File: config.mk
export PLATFORM = sky130hd
export DESIGN_NAME = alu8_sched
export DESIGN_NICKNAME = d
export VERILOG_FILES = /design/src/rtl/alu8_sched.sv
export SDC_FILE = /design/constraint.sdc
export NUM_CORES = 1
export LEC_CHECK = 0
export CORE_ASPECT_RATIO = 1.2
export CORE_MARGIN = 10
export CORE_UTILIZATION = 40
export DETAILED_ROUTE_END_ITERATION = 7
export PLACE_DENSITY = 0.74
export RECOVER_POWER = 100
export SLEW_MARGIN = 0
export SYNTH_ARGS = -nofsm -noshare
export SYNTH_HDL_FRONTEND = slang
export SYNTH_SLANG_ARGS = --single-unit
File: constraint.sdc
create_clock -name clk -period 2.17 [get_ports clk]
set_input_delay 0.217 -clock clk [delete_from_list [all_inputs] [get_ports clk]]
set_output_delay 0.217 -clock clk [all_outputs]
set_load 0.02 [all_outputs]
File: src/rtl/alu8_sched.sv
// Two-requester round-robin scheduler around an inline 8-bit ALU (AND/OR/XOR/ADD/SUB/NOT).
// Optional per-requester accept counters enabled by defining ALU8_SCHED_STATS_EN.
module alu8_sched #(
    parameter int unsigned NREQ = 2,
    parameter int unsigned W    = 8
) (
    input  logic                clk,
    input  logic                rst,
    input  logic [NREQ-1:0]     req_valid,
    output logic [NREQ-1:0]     req_ready,
    input  logic [3*NREQ-1:0]   req_op,
    input  logic [W*NREQ-1:0]   req_a,
    input  logic [W*NREQ-1:0]   req_b,
    output logic                rsp_valid,
    input  logic                rsp_ready,
    output logic                rsp_id,
    output logic [W-1:0]        rsp_z,
    output logic                rsp_c,
    output logic                rsp_err,
    output logic [31:0]         stat_cnt
);

    typedef enum logic [1:0] {StIdle, StExec, StDone} state_e;

    localparam logic [2:0] OpAnd = 3'b000;
    localparam logic [2:0] OpOr  = 3'b001;
    localparam logic [2:0] OpXor = 3'b010;
    localparam logic [2:0] OpAdd = 3'b011;
    localparam logic [2:0] OpSub = 3'b100;
    localparam logic [2:0] OpNot = 3'b101;

    state_e       state_q, state_d;
    logic         last_grant_q, last_grant_d;
    logic [2:0]   op_q, op_d;
    logic [W-1:0] a_q, a_d, b_q, b_d;
    logic         id_q, id_d;
    logic [W-1:0] z_q, z_d;
    logic         c_q, c_d;
    logic         err_q, err_d;

    logic         grant_vld;
    logic         gsel;
    logic         accept;
    logic [W:0]   sum9;
    logic [W:0]   diff9;

    // Tie goes to whichever requester was not granted last.
    always_comb begin
        grant_vld = |req_valid;
        if (&req_valid) begin
            gsel = ~last_grant_q;
        end else begin
            gsel = req_valid[1];
        end
        req_ready = '0;
        if (state_q == StIdle && grant_vld) begin
            req_ready[gsel] = 1'b1;
        end
        accept = |(req_valid & req_ready);
    end

    assign sum9  = {1'b0, a_q} + {1'b0, b_q};
    assign diff9 = {1'b0, a_q} - {1'b0, b_q};

    always_comb begin
        state_d      = state_q;
        last_grant_d = last_grant_q;
        op_d         = op_q;
        a_d          = a_q;
        b_d          = b_q;
        id_d         = id_q;
        z_d          = z_q;
        c_d          = c_q;
        err_d        = err_q;
        unique case (state_q)
            StIdle: begin
                if (accept) begin
                    op_d         = gsel ? req_op[5:3] : req_op[2:0];
                    a_d          = gsel ? req_a[W +: W] : req_a[0 +: W];
                    b_d          = gsel ? req_b[W +: W] : req_b[0 +: W];
                    id_d         = gsel;
                    last_grant_d = gsel;
                    state_d      = StExec;
                end
            end
            StExec: begin
                z_d   = '0;
                c_d   = 1'b0;
                err_d = 1'b0;
                unique case (op_q)
                    OpAnd:   z_d = a_q & b_q;
                    OpOr:    z_d = a_q | b_q;
                    OpXor:   z_d = a_q ^ b_q;
                    OpAdd:   {c_d, z_d} = sum9;
                    OpSub:   {c_d, z_d} = diff9;
                    OpNot:   z_d = ~a_q;
                    default: err_d = 1'b1;
                endcase
                state_d = StDone;
            end
            StDone: begin
                if (rsp_ready) begin
                    state_d = StIdle;
                end
            end
            default: state_d = StIdle;
        endcase
    end

    always_ff @(posedge clk or posedge rst) begin
        if (rst) begin
            state_q      <= StIdle;
            last_grant_q <= 1'b1;
            op_q         <= '0;
            a_q          <= '0;
            b_q          <= '0;
            id_q         <= 1'b0;
            z_q          <= '0;
            c_q          <= 1'b0;
            err_q        <= 1'b0;
        end else begin
            state_q      <= state_d;
            last_grant_q <= last_grant_d;
            op_q         <= op_d;
            a_q          <= a_d;
            b_q          <= b_d;
            id_q         <= id_d;
            z_q          <= z_d;
            c_q          <= c_d;
            err_q        <= err_d;
        end
    end

    assign rsp_valid = (state_q == StDone);
    assign rsp_id    = id_q;
    assign rsp_z     = z_q;
    assign rsp_c     = c_q;
    assign rsp_err   = err_q;

`ifdef ALU8_SCHED_STATS_EN
    logic [15:0] cnt0_q, cnt0_d, cnt1_q, cnt1_d;

    // Saturating accept counters; illegal ops count as accepts.
    always_comb begin
        cnt0_d = cnt0_q;
        cnt1_d = cnt1_q;
        if (accept && !gsel && cnt0_q != 16'hFFFF) cnt0_d = cnt0_q + 16'd1;
        if (accept && gsel && cnt1_q != 16'hFFFF)  cnt1_d = cnt1_q + 16'd1;
    end

    always_ff @(posedge clk or posedge rst) begin
        if (rst) begin
            cnt0_q <= '0;
            cnt1_q <= '0;
        end else begin
            cnt0_q <= cnt0_d;
            cnt1_q <= cnt1_d;
        end
    end

    assign stat_cnt = {cnt1_q, cnt0_q};
`else
    assign stat_cnt = '0;
`endif

endmodule

==> After elaboration in Yosys (flattened, before gate mapping) <==
Cells that the tools add are included.
{ "word_totals": {"regBits": 33, "in_bits": 43, "wordCells": 51} }
{ "op_classes": {"add_sub_neg": 2, "order_cmp": 2, "eq_ne": 9, "mux": 13, "n_bitwise": 6, "n_reduce_logical": 10} }
{ "ops": {"columns": ["op", "count"], "rows": [
  ["$pmux W8 S6", 1],
  ["$mux W8", 2],
  ["$add A8 B8 Y9", 1],
  ["$sub A8 B8 Y9", 1],
  ["$and A8 B8 Y8", 1],
  ["$not A8 Y8", 1],
  ["$or A8 B8 Y8", 1],
  ["$xor A8 B8 Y8", 1],
  ["$eq A3 B2 Y1 const B", 2],
  ["$eq A3 B3 Y1 const B", 2],
  ["$mux W2", 3],
  ["$pmux W2 S3", 1],
  ["$reduce_and A2 Y1", 3],
  ["$reduce_or A6 Y1", 1],
  ["$reduce_or A2 Y1", 2],
  ["$eq A3 B1 Y1 const B", 1],
  ["$logic_not A3 Y1", 1],
  ["$mux W1", 3],
  ["$mux W3", 1],
  ["$and A2 B2 Y2", 1],
  ["$eq A2 B1 Y1 const B", 1],
  ["$eq A2 B2 Y1 const B", 1],
  ["$logic_and A1 B1 Y1", 2],
  ["$logic_not A2 Y1", 1],
  ["7 further kinds", 7]
]} }

==> Logic depth before layout (Yosys ltp) <==
{ "logic_depth": {"word_depth": 11, "ltp_mapped": 9, "depth_no_buf": 9} }

==> Least setup slack after synthesis <==
OpenSTA, ideal clock, no wires.
{ "synth_path": {"path_type": "flip-flop to flip-flop", "start": "register a_q[1]", "end": "register z_q[7] (netlist: rsp_z[7])", "arrival_time_ns": 2.082, "t_required_ns": 2.039, "setup_slack_ns": -0.043, "stages_incl_launch_ff": 8, "path_buffers": 0, "period_less_slack_ns": 2.213, "path_cell_list": "dfrtp_1 > inv_1 > ha_1 > a211o_1 > a2111oi_0 > nor4_1 > o41ai_1 > nand2_1"} }
{ "synth_between": {"elab_chain_len": 2, "elab_cells_between_ends": 3, "cone_classes": "add/sub (2); mux (1)"} }
{ "synth_lines": {"columns": ["item", "line", "rtl"], "rows": [
  ["start: declaration", "35", "logic [W-1:0] a_q, a_d, b_q, b_d;"],
  ["start signal: assignment", "115", "a_q <= '0;"],
  ["start signal: assignment", "125", "a_q <= a_d;"],
  ["$sub A8 B8 Y9 or $add A8 B8 Y9 (tied branches)", "63, 62", null],
  ["$pmux W8 S6 (*)", "90", "unique case (op_q)"],
  ["end signal: assignment", "128", "z_q <= z_d;"],
  ["end: declaration", "37", "logic [W-1:0] z_q, z_d;"]
]} }
Every way passes the cells marked *; elsewhere a longest branch is shown, timed or not.
A chain may end at the register's enable or synchronous reset.

==> Worst setup path after layout <==
{ "layout_path": {"start": "register a_q[0]", "end": "register c_q (netlist: rsp_c)"} }
{ "layout_between": {"elab_chain_len": 2, "elab_cells_between_ends": 3, "cone_classes": "add/sub (2); mux (1)"} }
{ "layout_lines": {"columns": ["item", "line", "rtl"], "rows": [
  ["$sub A8 B8 Y9 or $add A8 B8 Y9 (tied branches)", "63, 62", null],
  ["$pmux W1 S2 (*)", "90", null],
  ["end signal: assignment", "119", "c_q <= 1'b0;"],
  ["end signal: assignment", "129", "c_q <= c_d;"],
  ["end: declaration", "38", "logic c_q, c_d;"]
]} }
Marked as above.

==> impl_metrics.env <==
export IMPL_status="complete, but fails checks"
export IMPL_violations="negative setup slack"
export IMPL_dp_cells=502
export IMPL_grt_pass1_wl_um=14520
export IMPL_final_util_pct=52.58
export IMPL_clk_pin_slew_worst_paths_ns=0.08
export IMPL_rows=34
export IMPL_setup_viol=1
export IMPL_fin_nets=490
export IMPL_start_util_pct=40.62
export IMPL_dp_hpwl_um=6997
export IMPL_synth_edf_count=0
export IMPL_p_leak_uw=0.001767
export IMPL_yosys_most_used_dff="dfrtp_1"
export IMPL_layout_min_cycle_time_ns=2.186
export IMPL_antenna_found_initial=0
export IMPL_ant_nets=0
export IMPL_drtIter0Drc=297
export IMPL_hold_violations=0
export IMPL_place_gp_congestion=0.9317
export IMPL_dr_pass1_iters=8
export IMPL_pin_count=89
export IMPL_fin_ws_ns=-0.01601
export IMPL_grt_max_degree=34
export IMPL_cts_tree="yes"
export IMPL_cts_path_max_buffers=2
export IMPL_final_common_cell="inv_1"
export IMPL_drc=0
export IMPL_avgSynthCellArea_um2=8.440
export IMPL_synthTopCellsByArea="dfrtp_1 (27%), ha_1 (10%), buf_4 (8.2%)"
export IMPL_vdd_drop_max_v=0.0007707
export IMPL_async_flop_share_pct=100.0
export IMPL_slew_headroom_pct=36.84
export IMPL_cts_made_buffers=5
export IMPL_ctsRootBufferMaster="clkbuf_8"
export IMPL_cp_start_kind="register"
export IMPL_synth_cell_types=59
export IMPL_ys_seq_elements=33
export IMPL_ys_seq_area_share_pct=28.32
export IMPL_cts_max_level=2
export IMPL_vias=2813
export IMPL_arrival_ns=2.40
export IMPL_power_total_uw=6331
export IMPL_clock_skew_ns=0.009583
export IMPL_slew_viol_final=0
export IMPL_rsz0062_at_grt="true"
export IMPL_yosysTopAreaCellShare_pct=27.42
export IMPL_pre_cts_slack_ns=-0.07193
export IMPL_coreArea_um2=7189
export IMPL_worst_pin_slew_ns=0.9474
export IMPL_fin_cells=512
export IMPL_crit_required_ns=2.38
export IMPL_powerDensity_nw_per_um2=1675
export IMPL_viasPerCell=5.494
export IMPL_max_freq_mhz=457.5
export IMPL_clock_latency_ns=0.29
export IMPL_clkSinkCount=33
export IMPL_synth_warnings=0
export IMPL_wl_um=8852
export IMPL_synth_cells=346
export IMPL_avgRoutedWirePerCell_um=17.29
export IMPL_syn2layout_area_growth_pct=29.43
export IMPL_die_w_um=98
export IMPL_grt_pass1_vias=2889
export IMPL_io_buffers=56
export IMPL_die_y_um=113.6
export IMPL_endpoint_kind="register"
export IMPL_postCtsHoldBufs=0
export IMPL_drv_cap=0
export IMPL_grt_overflow=0
export IMPL_cp_max_fo=3
export IMPL_track_usage_pct=15.30
export IMPL_layout_drive_gt1_share_pct=13.51
export IMPL_crit_type="reg2reg"
export IMPL_dieArea_um2=11130
export IMPL_antenna_cells=0
export IMPL_finalCritPeriodShare_pct=100.7
export IMPL_final_cell_mix="inv_1 (46), clkdlybuf4s50_1 (42), conb_1 (32), dfrtp_1 (32), buf_4 (28)"
export IMPL_hp_class="reg2reg"
export IMPL_syn_area_um2=2920
export IMPL_synth_top_area_cell="dfrtp_1"
==> flip-flops by register name, summed over array words and instances, names as in the netlist <==
signal and cells:
a_q 8, b_q 8, rsp_z 8, op_q 3
state_q 2, last_grant_q 1, rsp_c 1, rsp_err 1
rsp_id 1
==> cell type report <==
class,count,area (um2)
sequential,33,827.0
tap,90,112.6
clock inverter,1,7.507
timing repair buffer,89,795.8
fill,707,3410
inverter,47,176.4
clock buffer,7,86.33
multi-input combinational,245,1774
==> power breakdown <==
group          switching [uW]  total [uW]  internal (uW)
registers                 246        1180            929
clock network             251         509            258
logic                    2590        4650           2060
==> cells in the mapped netlist (3+ instances only) <==
| cell | count |
|---|---|
| xnor2_1 | 3 |
| nand3_1 | 7 |
| buf_2 | 4 |
| nor3b_1 | 3 |
| ha_1 | 24 |
| nand2b_1 | 6 |
| a21oi_1 | 9 |
| o211ai_1 | 3 |
| clkbuf_1 | 14 |
| dfrtp_1 | 32 |
| nor3_1 | 6 |
| o2111ai_1 | 3 |
| o21ai_0 | 15 |
| a31oi_1 | 5 |
| a22oi_1 | 3 |
| nand2_1 | 25 |
| a211o_1 | 3 |
| buf_4 | 32 |
| nor4_1 | 3 |
| nor2b_1 | 9 |
| a21o_1 | 4 |
| inv_1 | 47 |
| o22ai_1 | 4 |
| a222oi_1 | 20 |
| nor2_1 | 11 |
| o21a_1 | 4 |
| a211oi_1 | 8 |
==> through the flow <==
step | setup TNS [ns] | hold slack, ns | instance area [um2]
5_1_grt | -0.4082 | 0.5038 | 3780
3_5_place_dp | -0.07193 | 0.4691 | 3628
3_3_place_gp | -0.003149 | 0.4642 | 3628
4_1_cts | 0 | 0.3420 | 3741
6_report | -0.01601 | 0.4703 | 3780
2_1_floorplan | 0 | 0.3246 | 3043
==> path summary, 6_finish.rpt <==
path / slack [ns] / startpoint / cells past startpoint / end
min reg2reg: 0.47 / rsp_err / 2 / rsp_err
min: 0.47 / rsp_err / 2 / rsp_err
max: -0.02 / a_q[0] / 10 / rsp_c
max in group asynchronous: 1.03 / rst / 3 / rsp_z[6]
max reg2reg: -0.02 / a_q[0] / 10 / rsp_c
min in group asynchronous: 0.61 / rst / 3 / b_q[0]
==> worst max-delay path, stage by stage, from the launching register on <==
cell       delay (ns)
dfrtp_1          0.39
buf_6            0.12
ha_4             0.14
inv_2            0.04
fa_2             0.34
nand3b_1         0.23
buf_4            0.17
a211oi_2         0.22
o2111ai_1        0.14
a31o_2           0.25
o211ai_1         0.07
==> logic make-up (layout without fill, tap and decap cells) <==
family,Yosys count,in the layout,synth area share [%]
xor gates and xnor gates,3,3,0.8999
AOI/OAI and AO/OA,95,95,24.55
DFF,33,33,28.32
and+or+nand+nor,85,85,15.60
muxes,4,4,1.842
buffers and inverters,99,144,17.01
adders and majority gates,26,26,11.65
other,1,32,0.1284
==> routing by layer <==
layer | up-vias | GRT usage [%] | wire length [um] | share of wire (%)
met5 | - | 0 | 0 | 0
met4 | 0 | 3.883 | 106 | 1.2
met3 | 12 | 4.840 | 793 | 9.0
met2 | 128 | 26.12 | 4266 | 48
met1 | 1342 | 18.13 | 3686 | 42
li1 | 1331 | - | - | -
==> what timing repair did <==
action                                  in CTS  in global routing
endpoints found under the setup margin       3                  6
pin swaps                                    3                  7
gates resized for setup                      5                 12
setup buffers                                0                  2
Note: power is estimated with default switching activity, not from simulation.
